$ cat src/rtl/md_hilo_unit.sv
// Multi-cycle multiply/divide unit with its HI/LO register pair for the execute stage.
// Optional MD_DIV0_FLAG_EN adds a DivByZero pulse and leaves HI/LO intact on a zero divisor.
module md_hilo_unit #(
  parameter int MUL_CYCLES = 4
) (
  input  logic        Clk,
  input  logic        Rst_n,
  input  logic        MdStartE,
  input  logic [1:0]  MdOpE,
  input  logic        HiLoWriteE,
  input  logic        HiLoE,
  input  logic        FlushE,
  input  logic [31:0] SrcAE,
  input  logic [31:0] SrcBE,
  output logic        BusyE,
  output logic        DoneE,
  output logic [31:0] HiOut,
`ifdef MD_DIV0_FLAG_EN
  output logic [31:0] LoOut,
  output logic        DivByZero
`else
  output logic [31:0] LoOut
`endif
);

  localparam int DIV_CYCLES = 33;
  localparam int MAX_CYCLES = (MUL_CYCLES > DIV_CYCLES) ? MUL_CYCLES : DIV_CYCLES;
  localparam int CNT_W = $clog2(MAX_CYCLES);

  typedef enum logic [1:0] {IDLE, MUL, DIV} MdState;

  MdState             state;
  logic [CNT_W-1:0]   count;
  logic [CNT_W-1:0]   countNext;
  logic [CNT_W-1:0]   lastCount;
  logic               opSigned;
  logic [31:0]        aReg;
  logic [31:0]        bReg;
  logic [31:0]        quot;
  logic [31:0]        rem;
  logic [31:0]        divisor;

  logic [31:0]        absA;
  logic [31:0]        absB;
  logic [63:0]        aWide;
  logic [63:0]        bWide;
  logic [63:0]        prod;
  logic [32:0]        shifted;
  logic               trialOk;
  logic [31:0]        remNext;
  logic [31:0]        quotNext;
  logic               quotNeg;
  logic               remNeg;
  logic [31:0]        quotFix;
  logic [31:0]        remFix;
  logic               divZero;

  assign countNext = count + CNT_W'(1);
  assign lastCount = (state == DIV) ? CNT_W'(DIV_CYCLES - 1) : CNT_W'(MUL_CYCLES - 1);

  assign absA = (MdOpE[0] & SrcAE[31]) ? (32'd0 - SrcAE) : SrcAE;
  assign absB = (MdOpE[0] & SrcBE[31]) ? (32'd0 - SrcBE) : SrcBE;

  // Sign-extending to 64 bits lets one unsigned multiplier serve both MULT and MULTU.
  assign aWide = {{32{opSigned & aReg[31]}}, aReg};
  assign bWide = {{32{opSigned & bReg[31]}}, bReg};
  assign prod  = aWide * bWide;

  assign shifted  = {rem, quot[31]};
  assign trialOk  = (shifted >= {1'b0, divisor});
  assign remNext  = trialOk ? 32'(shifted - {1'b0, divisor}) : shifted[31:0];
  assign quotNext = {quot[30:0], trialOk};

  assign quotNeg = opSigned & (aReg[31] ^ bReg[31]);
  assign remNeg  = opSigned & aReg[31];
  assign quotFix = quotNeg ? (32'd0 - quot) : quot;
  assign remFix  = remNeg ? (32'd0 - rem) : rem;
  assign divZero = (bReg == 32'd0);

  // DoneE/DivByZero are registered one edge ahead so they line up with the final busy cycle.
  always_ff @(posedge Clk or negedge Rst_n) begin
    if (!Rst_n) begin
      state    <= IDLE;
      count    <= '0;
      BusyE    <= 1'b0;
      DoneE    <= 1'b0;
      HiOut    <= 32'd0;
      LoOut    <= 32'd0;
      opSigned <= 1'b0;
      aReg     <= 32'd0;
      bReg     <= 32'd0;
      quot     <= 32'd0;
      rem      <= 32'd0;
      divisor  <= 32'd0;
`ifdef MD_DIV0_FLAG_EN
      DivByZero <= 1'b0;
`endif
    end else begin
      DoneE <= 1'b0;
`ifdef MD_DIV0_FLAG_EN
      DivByZero <= 1'b0;
`endif
      if (state == IDLE) begin
        if (HiLoWriteE) begin
          if (HiLoE) HiOut <= SrcAE;
          else       LoOut <= SrcAE;
        end
        if (MdStartE && !FlushE) begin
          state    <= MdOpE[1] ? DIV : MUL;
          count    <= '0;
          BusyE    <= 1'b1;
          DoneE    <= !MdOpE[1] && (MUL_CYCLES == 1);
          opSigned <= MdOpE[0];
          aReg     <= SrcAE;
          bReg     <= SrcBE;
          quot     <= absA;
          rem      <= 32'd0;
          divisor  <= absB;
        end
      end else if (count == lastCount) begin
        // Completion takes priority over a coincident flush.
        state <= IDLE;
        BusyE <= 1'b0;
        if (state == MUL) begin
          HiOut <= prod[63:32];
          LoOut <= prod[31:0];
        end else if (divZero) begin
`ifndef MD_DIV0_FLAG_EN
          HiOut <= aReg;
          LoOut <= 32'hFFFF_FFFF;
`endif
        end else begin
          HiOut <= remFix;
          LoOut <= quotFix;
        end
      end else if (FlushE) begin
        state <= IDLE;
        BusyE <= 1'b0;
      end else begin
        count <= countNext;
        DoneE <= (countNext == lastCount);
`ifdef MD_DIV0_FLAG_EN
        DivByZero <= (countNext == lastCount) && (state == DIV) && divZero;
`endif
        if (state == DIV) begin
          quot <= quotNext;
          rem  <= remNext;
        end
      end
    end
  end

endmodule

$ cat config.mk
export PLATFORM = sky130hd
export DESIGN_NAME = md_hilo_unit
export DESIGN_NICKNAME = d
export VERILOG_FILES = /design/src/rtl/md_hilo_unit.sv
export SDC_FILE = /design/constraint.sdc
export NUM_CORES = 2
export LEC_CHECK = 0
export BUFFER_PORTS_ARGS = -buffer_cell sky130_fd_sc_hd__buf_2
export CELL_PAD_IN_SITES_DETAIL_PLACEMENT = 1
export CELL_PAD_IN_SITES_GLOBAL_PLACEMENT = 2
export CORE_MARGIN = 4
export CORE_UTILIZATION = 38
export DETAILED_ROUTE_END_ITERATION = 7
export GPL_TIMING_DRIVEN = 0
export MAX_ROUTING_LAYER = met4
export PLACE_DENSITY_LB_ADDON = 0.1
export SETUP_SLACK_MARGIN = 0.05
export SLEW_MARGIN = 10
export SYNTH_ARGS = -nofsm -noshare
export SYNTH_HDL_FRONTEND = slang
export SYNTH_SLANG_ARGS = --single-unit
$ cat constraint.sdc
create_clock -name Clk -period 7.75 [get_ports Clk]
set_input_delay 1.9375 -clock Clk [delete_from_list [all_inputs] [get_ports Clk]]
set_output_delay 1.9375 -clock Clk [all_outputs]
set_load 0.01 [all_outputs]
Word-level counts from Yosys, hierarchy flattened. Index checks and enable logic that the tools add are counted.

Memory bits (read-only): 0. Register bits: 235. Input port bits: 72. Output and inout port bits: 66. Memories kept: 0. RAM bits: 0. Latch bits: 0.

Magnitude comparators: 1. Multipliers: 1. Divide/modulo/power cells: 0. Multiplexer cells: 44. Bitwise gates (word level): 6. Reduce and logical (&&, ||, !) cells: 13. Shift operators: 0. $add $sub $neg: 6. Equal/unequal tests: 10.

Operator list (count): $mux 32 (27); $sub 1x32->32 const A (4); $mul 33x33->64 (1); $ge 33x32->1 (1); $logic_not 32->1 (1); $sub 32x32->32 (1); $mux 6 (5); $eq 6x6->1 (2); $mux 2 (5); $reduce_and 3->1 (3); $ne 2x2->1 const B (4); $mux 1 (7); $add 6x1->6 const B (1); $and 1x1->1 (5); $ne 2x1->1 const B (2); $reduce_and 2->1 (2); $reduce_and 4->1 (1); $reduce_bool 2->1 (2); $reduce_bool 3->1 (1); $eq 2x1->1 const B (1); $eq 2x2->1 const B (1); $logic_not 2->1 (1); $logic_and 1x1->1 (1); $logic_not 1->1 (1); $xor 1x1->1 (1).

Logic depth before layout (Yosys ltp).
Word-level depth: 7. Mapped depth: 33. Gate-level depth less buffers: 28.

Worst setup path before layout. OpenSTA, ideal clock, no wires.

Path kind: register -> register. From: reg aReg[31]. To: reg HiOut[29]. Path slack: -0.505 ns. Period minus slack after synthesis: 8.255 ns. Cell stages (with the launch flop): 34. Buffers on the path: 5. Arrival: 8.128 ns. Setup time: 0.127 ns. Data required time: 7.623 ns. Cell sequence: dfrtp_1 -> buf_2 -> and2_1 -> clkbuf_1 -> clkbuf_1 -> clkbuf_1 -> nand2_1 -> inv_1 -> fa_1 -> inv_1 -> fa_1 -> inv_1 -> fa_1 -> fa_1 -> inv_1 -> fa_1 -> inv_1 -> fa_1 -> inv_1 -> fa_1 -> fa_1 -> inv_1 -> ha_1 -> clkbuf_1 -> a21o_1 -> a21o_1 -> a21o_1 -> a21o_1 -> a21oi_1 -> o21a_1 -> o31ai_1 -> a21oi_1 -> nor4_1 -> nand3b_1.

Longest elaborated chain between the ends: 6.

RTL lines: start, declared (RTL line 37) `logic [31:0] aReg;`; start signal, assigned (RTL line 114) `aReg <= SrcAE;`; parallel branches: the longest is 3 deep, another holds $mul 33x33->64; $mux 32 * (RTL line 124) `if (state == MUL) begin`; $mux 32 * (RTL line 120) `end else if (count == lastCount) begin`; $mux 32 * (RTL line 103) `if (state == IDLE) begin`; end signal, assigned (RTL line 105) `if (HiLoE) HiOut <= SrcAE;`; end signal, assigned (RTL line 125) `HiOut <= prod[63:32];`; end signal, assigned (RTL line 129) `HiOut <= aReg;`; end, declared (RTL line 17) `output logic [31:0] HiOut,`.

Every way passes the cells marked *. The select of a mux whose other input is x is not followed. A chain may end at the register's enable or synchronous reset.

Final worst setup path.
From: reg opSigned. To: reg HiOut[24].

Longest elaborated chain between the ends: 6.

RTL lines: start, declared (RTL line 36) `logic opSigned;`; start signal, assigned (RTL line 113) `opSigned <= MdOpE[0];`; parallel branches: the longest is 3 deep, another holds $mul 33x33->64; $mux 32 * (RTL line 124); $mux 32 * (RTL line 120); $mux 32 * (RTL line 103).

Marks and branches as above.

==> metrics <==
Final Cell Area=0.0632 mm2; WL/cell=30.9 um; pin count of the biggest net entering global routing=86; Worst Skew=15.2 ps; Post-DP HPWL=202000 um; Final Cycle Share=109%; Die Area=0.145 mm2; total CTS buffers=25; Peak Freq=0.119 GHz; CTS max path bufs=3; drc violations=0; maxcap violations=0; worst-skew pair later-pin latency=580 ps; met1 Use GR=47.5%; Post-Syn Area per Cell=8.84 um2; WS Path Type=flop to flop; Area after DPL=0.0562 mm2; port bufs=134; Seq/Total Area, Yosys=11.1%; Worst EP required=8220 ps; share of layout cells above drive strength 1=18.5%; async set-reset flop share out of synthesis=100%; Die Span Y=381 um; IO Pins=138; row count=136; Net Count, Synth=7435; core area=0.138 mm2; CP max FO=6; clock root buffer=clkbuf_16; TritonCTS clock tree=yes; GRT Residual Overflow=0; Routed Antenna Nets=0; Initial Utilization=38.4%; initial antenna violation count=28; Hold Crit Class=flop to flop; drt total wl=256000 um; Mapped Cells=5987; GR Layer Usage met2=55.3%; Post-Syn Area=0.0529 mm2; Layout Nets=7827; PnR worst setup slack=-684 ps; # fillers=15900; fin. max-slew vios=0; Top FF cell, synth=dfrtp_1; DR pass1 iterations=6; Slew headroom=8.62%; Finished Layout Cells=8274; H-Tree Depth=1; Slowest-stage cell, CP=fa_2; most used routing layer=met2; startpoint types=flop; failing checks=setup timing; Post-synth EDFFs=0; total track usage=36.0%; Worst Path Arrival=8900 ps; Hold Vio Cnt, Final=0; routed vias/inst=5.48; Clk pin slew, worst setup/hold paths=70 ps; Final Core Density=45.8%; Worst Max-Slew Pin Slew=1370 ps; Synth cell types=76; vias=45400; Die Wd=381 um; crit end category=flop; status=finished, violations left; first-pass GRT wire length=362000 um; DR iter-0 viols=3783; Post-Place Cells=7989; warnings from Yosys=0; met3 GRT Util=6.59%; fin crit period=8430 ps; RSZ-0062 raised after global routing=true; FF+latch count, synth=234; vias in the first global route=48800; Area Overhead vs Synth=19.5%; GPL Wtd Cong=0.977; CP max stage delay=730 ps; endpoints failing setup=30; Sink Count=234
-- worst max-delay path, delay by kind of cell, from the launching register on --
kind                     cells  cell delay [ps]
buffers and inverters       10             1180
AO/OA/AOI/OAI                9             1700
flip-flops                   1              370
XOR/XNOR                     1              160
AND/OR/NAND/NOR              1              180
adder cells (fa/ha/maj)      9             4700
-- layout make-up --
cell class	instances	area, um2	share of cell area, %
Timing Repair Buffer	424	3330	5.27
Clock inverter	11	91.3	0.144
Sequential cell	234	5980	9.46
Antenna cell	14	35.0	0.0554
Multi-Input combinational cell	4187	43000	68.1
Buffer	323	3250	5.14
Tap cell	1863	2330	3.69
Inverter	1184	4460	7.06
Clock buffer	34	719	1.14
-- registers in the layout, summed over array words and instances (netlist names), 2 cells and up --
register	flops
state	2
quot	32
LoOut	32
rem	32
count	6
bReg	32
aReg	32
divisor	31
HiOut	32
-- Yosys cell counts (24+ instances only) --
| library cell | instances | share of area, % |
|---|---|---|
| inv_1 | 1184 | 8.4 |
| fa_1 | 1126 | 43 |
| nand2_1 | 936 | 6.6 |
| clkbuf_1 | 364 | 2.6 |
| and2_1 | 357 | 4.2 |
| ha_1 | 250 | 5.9 |
| a21oi_1 | 240 | 2.3 |
| dfrtp_1 | 234 | 11 |
| o21ai_0 | 217 | 2.1 |
| nor2_1 | 211 | 1.5 |
| xnor2_1 | 122 | 2.0 |
| xor2_1 | 84 | 1.4 |
| mux2_2 | 73 | 1.6 |
| nor3_1 | 52 | 0.49 |
| a21o_1 | 46 | 0.65 |
| and3_1 | 33 | 0.39 |
| nand3_1 | 32 | 0.30 |
| nor4_1 | 32 | 0.38 |
| a31oi_1 | 28 | 0.33 |
| a211oi_1 | 24 | 0.34 |
-- logic make-up (layout without fill, tap and decap cells) --
| logic type | after synthesis | after routing | share of synthesized area (%) |
|---|---|---|---|
| other | 0 | 14 | 0 |
| AO/OA/AOI/OAI | 747 | 747 | 8.56 |
| adder cells (fa/ha/maj) | 1376 | 1376 | 48.5 |
| multiplexers | 92 | 92 | 1.91 |
| AND/OR/NAND/NOR | 1765 | 1765 | 15.4 |
| buffers and inverters | 1566 | 1976 | 11.2 |
| XOR/XNOR | 207 | 207 | 3.44 |
| flip-flops | 234 | 234 | 11.1 |
-- routing by layer --
layer  share of wire [%]  vias to the layer above
li1                    -                    19000
met1                  41                    24200
met4                 5.3                        0
met5                   0                        -
met3                 8.1                      425
met2                  45                     1806
-- final timing paths --
| kind | startpoint | to | slack (ps) | depth (start not counted) |
|---|---|---|---|---|
| hold reg to reg | LoOut[7]$_DFFE_PN0P_ | LoOut[7]$_DFFE_PN0P_ | 470 | 2 |
| max in group asynchronous | Rst_n | LoOut[7]$_DFFE_PN0P_ | 5080 | 3 |
| hold / removal | LoOut[7]$_DFFE_PN0P_ | LoOut[7]$_DFFE_PN0P_ | 470 | 2 |
| setup reg to reg | opSigned$_DFFE_PN0P_ | HiOut[24]$_DFFE_PN0P_ | -680 | 30 |
| min in group asynchronous | Rst_n | rem[20]$_DFFE_PN0P_ | 1340 | 1 |
| setup / recovery | opSigned$_DFFE_PN0P_ | HiOut[24]$_DFFE_PN0P_ | -680 | 30 |
-- cell usage in the layout (no fill, tap or decap), types with 24 or more instances in the layout --
cell type | Yosys | final
inv_1 | 1184 | 1109
fa_1 | 1126 | 1067
nand2_1 | 936 | 915
and2_1 | 357 | 334
buf_4 | 0 | 236
ha_1 | 250 | 216
nor2_1 | 211 | 202
a21oi_1 | 240 | 197
dfrtp_1 | 234 | 187
o21ai_0 | 217 | 181
buf_2 | 12 | 143
clkbuf_1 | 364 | 119
xnor2_1 | 122 | 104
clkbuf_16 | 0 | 84
xor2_1 | 84 | 77
mux2_2 | 73 | 71
inv_2 | 0 | 70
fa_2 | 0 | 59
clkbuf_8 | 0 | 51
a21o_1 | 46 | 45
nor3_1 | 52 | 44
buf_6 | 1 | 39
clkbuf_4 | 0 | 35
clkbuf_2 | 1 | 33
ha_4 | 0 | 31
nor4_1 | 32 | 30
a21oi_2 | 0 | 28
dfrtp_4 | 0 | 27
a31oi_1 | 28 | 25
and3_1 | 33 | 24
nand3_1 | 32 | 24
-- what timing repair did --
action	in CTS	in global routing
resized for setup	916	206
buffers inserted	234	50
endpoints found under the setup margin	52	44
cloned	4	1
hold buffers	0	0
pin swaps	221	203
-- per-stage QoR --
step / TNS [ps] / hold WS [ps] / setup WS, ps
after floorplan: 0 / 495 / 32.1
after global placement: -114020 / 461 / -3230
after detailed placement: -112470 / 465 / -3310
after CTS: -8870 / 480 / -550
after global routing: -17790 / 489 / -873
final: -11940 / 471 / -684
Power is left out: the tool's default activity adds up to more than one toggle a clock period on the data nets, which glitch-free logic cannot reach.
